==> config.mk <==
export PLATFORM = sky130hd
export DESIGN_NAME = position_tracker_mc
export DESIGN_NICKNAME = d
export VERILOG_FILES = /design/src/rtl/position_tracker_pkg.sv /design/src/rtl/position_tracker_mc_hysteresis_comparator.sv /design/src/rtl/position_tracker_mc.sv
export SDC_FILE = /design/constraint.sdc
export NUM_CORES = 1
export LEC_CHECK = 0
export CORE_MARGIN = 2
export CORE_UTILIZATION = 27
export CTS_BUF_LIST = sky130_fd_sc_hd__clkbuf_8
export CTS_CLUSTER_DIAMETER = 150
export CTS_CLUSTER_SIZE = 30
export DETAILED_ROUTE_END_ITERATION = 10
export PLACE_DENSITY_LB_ADDON = 0.1
export SLEW_MARGIN = 10
export SYNTH_ARGS = -nofsm -noshare
export SYNTH_HDL_FRONTEND = slang
export SYNTH_HIERARCHICAL = 1
export SYNTH_SLANG_ARGS = --single-unit
==> constraint.sdc <==
create_clock -name SYS_aclk -period 19 [get_ports SYS_aclk]
set_input_delay 5.7 -clock SYS_aclk [delete_from_list [all_inputs] [get_ports SYS_aclk]]
set_output_delay 5.7 -clock SYS_aclk [all_outputs]
set_load 0.01 [all_outputs]
==> src/rtl/position_tracker_pkg.sv <==
// Shared types and helpers for the multi-channel fringe position tracker.
package position_tracker_pkg;

    typedef struct packed {
        logic q;
        logic i;
    } quad_state_t;

    typedef enum logic [1:0] {
        DELTA_ZERO,
        DELTA_PLUS,
        DELTA_MINUS,
        DELTA_ERROR
    } delta_t;

    localparam logic MODE_QUADRATURE = 1'b0;
    localparam logic MODE_SINGLE     = 1'b1;

    // Index of a state along the forward cycle 00 -> 01 -> 11 -> 10.
    function automatic logic [1:0] quad_phase(input quad_state_t s);
        return {s.q, s.q ^ s.i};
    endfunction

    function automatic delta_t quad_delta(input quad_state_t prev, input quad_state_t next);
        logic [1:0] step;
        step = quad_phase(next) - quad_phase(prev);
        case (step)
            2'd1:    return DELTA_PLUS;
            2'd2:    return DELTA_ERROR;
            2'd3:    return DELTA_MINUS;
            default: return DELTA_ZERO;
        endcase
    endfunction

    function automatic logic signed [63:0] sat_add(input logic signed [63:0] value,
                                                   input delta_t delta,
                                                   input int unsigned width);
        logic signed [63:0] max_v;
        logic signed [63:0] min_v;
        max_v = (64'sd1 <<< (width - 1)) - 64'sd1;
        min_v = -max_v - 64'sd1;
        case (delta)
            DELTA_PLUS:  return (value >= max_v) ? max_v : value + 64'sd1;
            DELTA_MINUS: return (value <= min_v) ? min_v : value - 64'sd1;
            default:     return value;
        endcase
    endfunction

endpackage

==> src/rtl/position_tracker_mc_hysteresis_comparator.sv <==
// Digitises one signed sample against a hysteresis window; invalid windows hold.
module hysteresis_comparator
    import position_tracker_pkg::*;
#(
    parameter int unsigned DATA_WIDTH = 16
) (
    input  logic signed [DATA_WIDTH-1:0] sample,
    input  logic signed [DATA_WIDTH-1:0] lower,
    input  logic signed [DATA_WIDTH-1:0] upper,
    input  logic                         prev_bit,
    output logic                         new_bit
);

    always_comb begin
        new_bit = prev_bit;
        if (lower <= upper) begin
            if (sample >= upper)
                new_bit = 1'b1;
            else if (sample <= lower)
                new_bit = 1'b0;
        end
    end

endmodule

==> src/rtl/position_tracker_mc.sv <==
// Multi-channel hysteresis fringe tracker: I/Q samples in, saturating
// per-channel position words out on an AXI-stream master.
module position_tracker_mc
    import position_tracker_pkg::*;
#(
    parameter int unsigned DATA_WIDTH     = 16,
    parameter int unsigned CHANNEL_COUNT  = 4,
    parameter int unsigned CHANNEL_WIDTH  = 2,
    parameter int unsigned POSITION_WIDTH = 32
) (
    input  logic                             SYS_aclk,
    input  logic                             SYS_areset,
    input  logic signed [DATA_WIDTH-1:0]     FC_lower_treshold,
    input  logic signed [DATA_WIDTH-1:0]     FC_upper_treshold,
    input  logic                             FC_mode,
    input  logic                             FC_clear,
    input  logic                             S_AXIS_tvalid,
    output logic                             S_AXIS_tready,
    input  logic [2*DATA_WIDTH-1:0]          S_AXIS_tdata,
    input  logic [CHANNEL_WIDTH-1:0]         S_AXIS_tuser,
    output logic                             M_AXIS_tvalid,
    input  logic                             M_AXIS_tready,
    output logic signed [POSITION_WIDTH-1:0] M_AXIS_tdata,
    output logic [CHANNEL_WIDTH-1:0]         M_AXIS_tuser,
    output logic [CHANNEL_COUNT-1:0]         ERR_flags
);

    logic [1:0] rst_sync;
    logic       rst_int;

    logic                      s1_valid;
    logic [2*DATA_WIDTH-1:0]   s1_data;
    logic [CHANNEL_WIDTH-1:0]  s1_user;

    logic                             m_valid;
    logic signed [POSITION_WIDTH-1:0] m_data;
    logic [CHANNEL_WIDTH-1:0]         m_user;

    logic signed [POSITION_WIDTH-1:0] pos_q  [CHANNEL_COUNT];
    quad_state_t                      bits_q [CHANNEL_COUNT];
    logic [CHANNEL_COUNT-1:0]         err_q;

    logic                             s1_adv;
    logic                             accept;
    logic                             in_range;
    logic                             update;
    logic signed [DATA_WIDTH-1:0]     sample_i;
    logic signed [DATA_WIDTH-1:0]     sample_q;
    quad_state_t                      prev_bits;
    quad_state_t                      new_bits;
    logic signed [POSITION_WIDTH-1:0] prev_pos;
    logic signed [POSITION_WIDTH-1:0] new_pos;
    logic signed [POSITION_WIDTH-1:0] out_pos;
    logic signed [63:0]               sum_wide;
    delta_t                           delta;

    // Assert asynchronously, release two clocks after SYS_areset drops.
    always_ff @(posedge SYS_aclk or posedge SYS_areset) begin
        if (SYS_areset)
            rst_sync <= '1;
        else
            rst_sync <= {rst_sync[0], 1'b0};
    end
    assign rst_int = rst_sync[1];

    assign s1_adv        = !m_valid || M_AXIS_tready;
    assign S_AXIS_tready = !rst_int && (!s1_valid || s1_adv);
    assign accept        = S_AXIS_tvalid && S_AXIS_tready;
    assign in_range      = 32'(s1_user) < CHANNEL_COUNT;
    assign update        = s1_valid && s1_adv && in_range;

    assign sample_i = S1_I(s1_data);
    assign sample_q = S1_Q(s1_data);

    function automatic logic signed [DATA_WIDTH-1:0] S1_I(input logic [2*DATA_WIDTH-1:0] d);
        return d[DATA_WIDTH-1:0];
    endfunction

    function automatic logic signed [DATA_WIDTH-1:0] S1_Q(input logic [2*DATA_WIDTH-1:0] d);
        return d[2*DATA_WIDTH-1:DATA_WIDTH];
    endfunction

    hysteresis_comparator #(.DATA_WIDTH(DATA_WIDTH)) u_cmp_i (
        .sample   (sample_i),
        .lower    (FC_lower_treshold),
        .upper    (FC_upper_treshold),
        .prev_bit (prev_bits.i),
        .new_bit  (new_bits.i)
    );

    hysteresis_comparator #(.DATA_WIDTH(DATA_WIDTH)) u_cmp_q (
        .sample   (sample_q),
        .lower    (FC_lower_treshold),
        .upper    (FC_upper_treshold),
        .prev_bit (prev_bits.q),
        .new_bit  (new_bits.q)
    );

    // Stage2 reads, computes and writes back in one cycle, so a following
    // sample of the same channel always reads the already-updated entry.
    always_comb begin
        prev_bits = '0;
        prev_pos  = '0;
        if (in_range) begin
            prev_bits = bits_q[s1_user];
            prev_pos  = pos_q[s1_user];
        end
        if (FC_mode == MODE_SINGLE)
            delta = (!prev_bits.i && new_bits.i) ? DELTA_PLUS : DELTA_ZERO;
        else
            delta = quad_delta(prev_bits, new_bits);
        sum_wide = sat_add(64'(prev_pos), delta, POSITION_WIDTH);
        new_pos  = sum_wide[POSITION_WIDTH-1:0];
        out_pos  = FC_clear ? '0 : new_pos;
    end

    always_ff @(posedge SYS_aclk or posedge rst_int) begin
        if (rst_int) begin
            for (int unsigned ch = 0; ch < CHANNEL_COUNT; ch++) begin
                pos_q[ch]  <= '0;
                bits_q[ch] <= '0;
            end
            err_q <= '0;
        end else begin
            if (update) begin
                bits_q[s1_user] <= new_bits;
                pos_q[s1_user]  <= new_pos;
                if (delta == DELTA_ERROR)
                    err_q[s1_user] <= 1'b1;
            end
            if (FC_clear) begin
                for (int unsigned ch = 0; ch < CHANNEL_COUNT; ch++)
                    pos_q[ch] <= '0;
                err_q <= '0;
            end
        end
    end

    always_ff @(posedge SYS_aclk or posedge rst_int) begin
        if (rst_int) begin
            s1_valid <= 1'b0;
            s1_data  <= '0;
            s1_user  <= '0;
            m_valid  <= 1'b0;
            m_data   <= '0;
            m_user   <= '0;
        end else begin
            if (!s1_valid || s1_adv) begin
                s1_valid <= accept;
                if (accept) begin
                    s1_data <= S_AXIS_tdata;
                    s1_user <= S_AXIS_tuser;
                end
            end
            if (s1_adv) begin
                m_valid <= s1_valid && in_range;
                if (s1_valid && in_range) begin
                    m_data <= out_pos;
                    m_user <= s1_user;
                end
            end
        end
    end

    assign M_AXIS_tvalid = m_valid;
    assign M_AXIS_tdata  = m_data;
    assign M_AXIS_tuser  = m_user;
    assign ERR_flags     = err_q;

endmodule

==> summary.txt <==
Outcome
  • Status: finished, final reports clean

Die
  • Die W: 229.2 um
  • Starting Density: 0.2734
  • Core area: 50070 sq um
  • Die area: 52510 sq um
  • Row count: a little over 80
  • Ports: about 110
  • Die Ht: 229.2 um

Job
  • Max Cap Violations: 0

Power
  • Tot Pwr: 0.002343 W
  • Max VDD drop: 0.0002050 V
  • Leakage power: roughly 6.6 nW
  • Pwr Density: about 150 nW/um^2

Critical path
  • Worst EP required: 13.30 ns
  • Critical Path Sink Type: output pin
  • Crit path DAT: about 7.0 ns
  • Setup CP Type: in2out
  • Startpoint Class: input port
  • Max FO, Critical Path: 2

Yosys
  • Post-synth net total: 1602
  • Post-synth top area cell: dfrtp_1
  • Top-area cell type share of the netlist area: 0.3839
  • Yosys Warn Count: 6
  • Synthesized flop and latch total: 212
  • Post-Syn Instances: 1425
  • Synth unique cells: 84
  • EDFF count, synth: 0
  • Avg Cell Area, Syn: just under 10 sq um
  • Ys async rst share: 1.000
  • Post-synth top flop: dfrtp_1
  • Netlist area before placement: 13690 sq um
  • Post-synthesis sequential area ratio: 0.3878
  • Synth top area cells: dfrtp_1 38%, ha_1 9.6%, a21oi_1 6.1%

Clock tree
  • Post-CTS Hold Fix Bufs: 0
  • Deepest clock path buffer count: 3
  • Clk slew on worst S/H paths: 0.21 ns
  • CTS tree: yes
  • Worst-Skew Late Latency: 0.59 ns
  • Root Buffer: clkbuf_8
  • Clk sinks: 212
  • H-tree level count: 1
  • PostCTS Resize Cnt: 0
  • Cts bufs inserted: 11
  • Setup repair bufs after CTS: 0

Cells and area
  • Core Util, Final: 0.3117
  • Finished layout cell area: 15610 sq um
  • Share of cells above drive strength 1: 0.1186
  • Commonest non-fill, non-tap cells in the layout: 208 x dfrtp_1, 167 x a21oi_1, 154 x o21ai_0, 111 x clkdlybuf4s50_1, 105 x ha_1
  • Nets@finish: 1649
  • Commonest non-fill, non-tap cell in the layout: dfrtp_1
  • Ant diodes: 0
  • P&R area growth vs syn: 14.03%

Global routing
  • Total Routing Usage GR: 0.1715
  • Number of global-route vias before repair: about 11000
  • Initial antenna violation count: 0
  • Overflow after GRT: 0
  • First-pass GRT wire length: around 71000 um
  • Largest net degree at the start of global routing: 95

Drt
  • Routed wire length per instance: 21.02 um
  • # DRC: 0
  • Detailed Routing Iterations Pass 1: 5
  • Mean number of vias per cell: ~5.2
  • DR iter-0 viols: about 930
  • Final WL: 45140 um
  • Final ANT Viol Nets: 0
  • Vias: around 11000

Place
  • Detail Placement HPWL: 31550 um
  • Port buffer count: 111
  • DP Area: 15390 sq um
  • Placer's final routability congestion estimate: 0.8810

Timing
  • Fmax: 78.85 MHz
  • Tmin final: approximately 13 ns
  • Setup TNS: 0 ns
  • RSZ-0062 raised after global routing: false
  • Worst Tran Pin Value: 1.080 ns
  • Final hold vios: 0
  • Final setup vio count: 0
  • Setup Skew: 0.04188 ns
  • Slew headroom: 0.2778
  • Max-slew violation count: 0
  • Tcrit/Tclk final: 0.6675

Worst hold path
  • Hold Path Class: reg2async
==> critical path, stage by stage <==
cell and delay (ns):
clkdlybuf4s50_1 0.47, nor2b_1 0.05, a21oi_1 0.19, clkdlybuf4s50_1 0.57
==> final timing paths <==
| kind | slack, ns | start | cells past startpoint | to |
|---|---|---|---|---|
| hold reg to reg | 0.33 | rst_sync[1] | 1 | M_AXIS_tvalid |
| min in group SYS_aclk | 0.37 | rst_sync[0] | 0 | rst_sync[1] |
| setup reg to reg | 12.23 | s1_data[13] | 20 | pos_q[6] |
| hold / removal | 0.33 | rst_sync[1] | 1 | M_AXIS_tvalid |
| max in group asynchronous | 13.54 | SYS_areset | 2 | rst_sync[0] |
| setup / recovery | 6.32 | M_AXIS_tready | 4 | S_AXIS_tready |
==> cell usage after synthesis (5+ instances only) <==
cell and instances:
a31oi_1 25, a21o_1 10, clkbuf_1 78, o22ai_1 7
nand2_1 94, mux4_2 34, nand4_1 31, o21ai_0 154
and2_1 5, nor2_1 58, inv_1 93, mux2_2 44
o211ai_1 11, or2_2 6, buf_6 5, nor3_1 20
mux2i_1 8, nor4_1 16, nand3_1 26, dfrtp_1 210
and3_1 7, nand2b_1 6, nor4_2 6, buf_4 7
nor3b_1 11, a21oi_1 167, a211oi_1 11, or4_1 14
a211oi_2 5, o21ai_1 19, ha_1 105, nor2b_1 6
xor2_1 7, and4_1 12, o31ai_1 6
==> logic make-up after synthesis <==
kind of cell / synth area share
AOI/OAI and AO/OA: 0.2108
and+or+nand+nor: 0.1433
DFF: 0.3878
buffers and inverters: 0.05677
adders and majority gates: 0.09599
muxes: 0.09800
xor gates and xnor gates: 0.007039
other: 0.0002740
==> sequential cells by signal (all words and copies together), names as in the netlist <==
| signal | flops |
|---|---|
| pos_q | 128 |
| M_AXIS_tdata | 32 |
| s1_data | 32 |
| bits_q | 8 |
| ERR_flags | 4 |
| M_AXIS_tuser | 2 |
| rst_sync | 2 |
| s1_user | 2 |
| M_AXIS_tvalid | 1 |
| s1_valid | 1 |
==> metal layers <==
layer	vias up	global-route usage	part of all wire
met5	-	0	0
met4	0	0.03876	0.019
met3	51	0.01793	0.033
met2	225	0.2646	0.44
met1	5608	0.2568	0.50
li1	5385	-	-
==> stage by stage <==
step / setup WS [ns] / hold WS [ns] / instances
floorplan: 7.302 / 0.3452 / 1425
global placement: 6.317 / 0.3466 / 2131
detailed placement: 6.302 / 0.3482 / 2131
CTS: 6.308 / 0.3714 / 2147
global route: 6.277 / 0.3789 / 2147
finish: 6.317 / 0.3287 / 2147
==> power breakdown <==
part           leakage [nW]  switching (W)  internal, W
combinational          3.65        0.00107     0.000473
sequential             2.82      0.0000484     0.000519
clock                 0.116       0.000159    0.0000716
==> layout make-up <==
type,instances,area (sq um)
well taps,672,840.8
inverters,95,364.1
clock inverters,5,63.81
multi-input cells,1024,7639
fillers,5309,34460
repair buffers,128,1239
clock buffers,11,151.4
flip-flops and latches,212,5310
No activity file was read; power rests on OpenSTA's default activity.
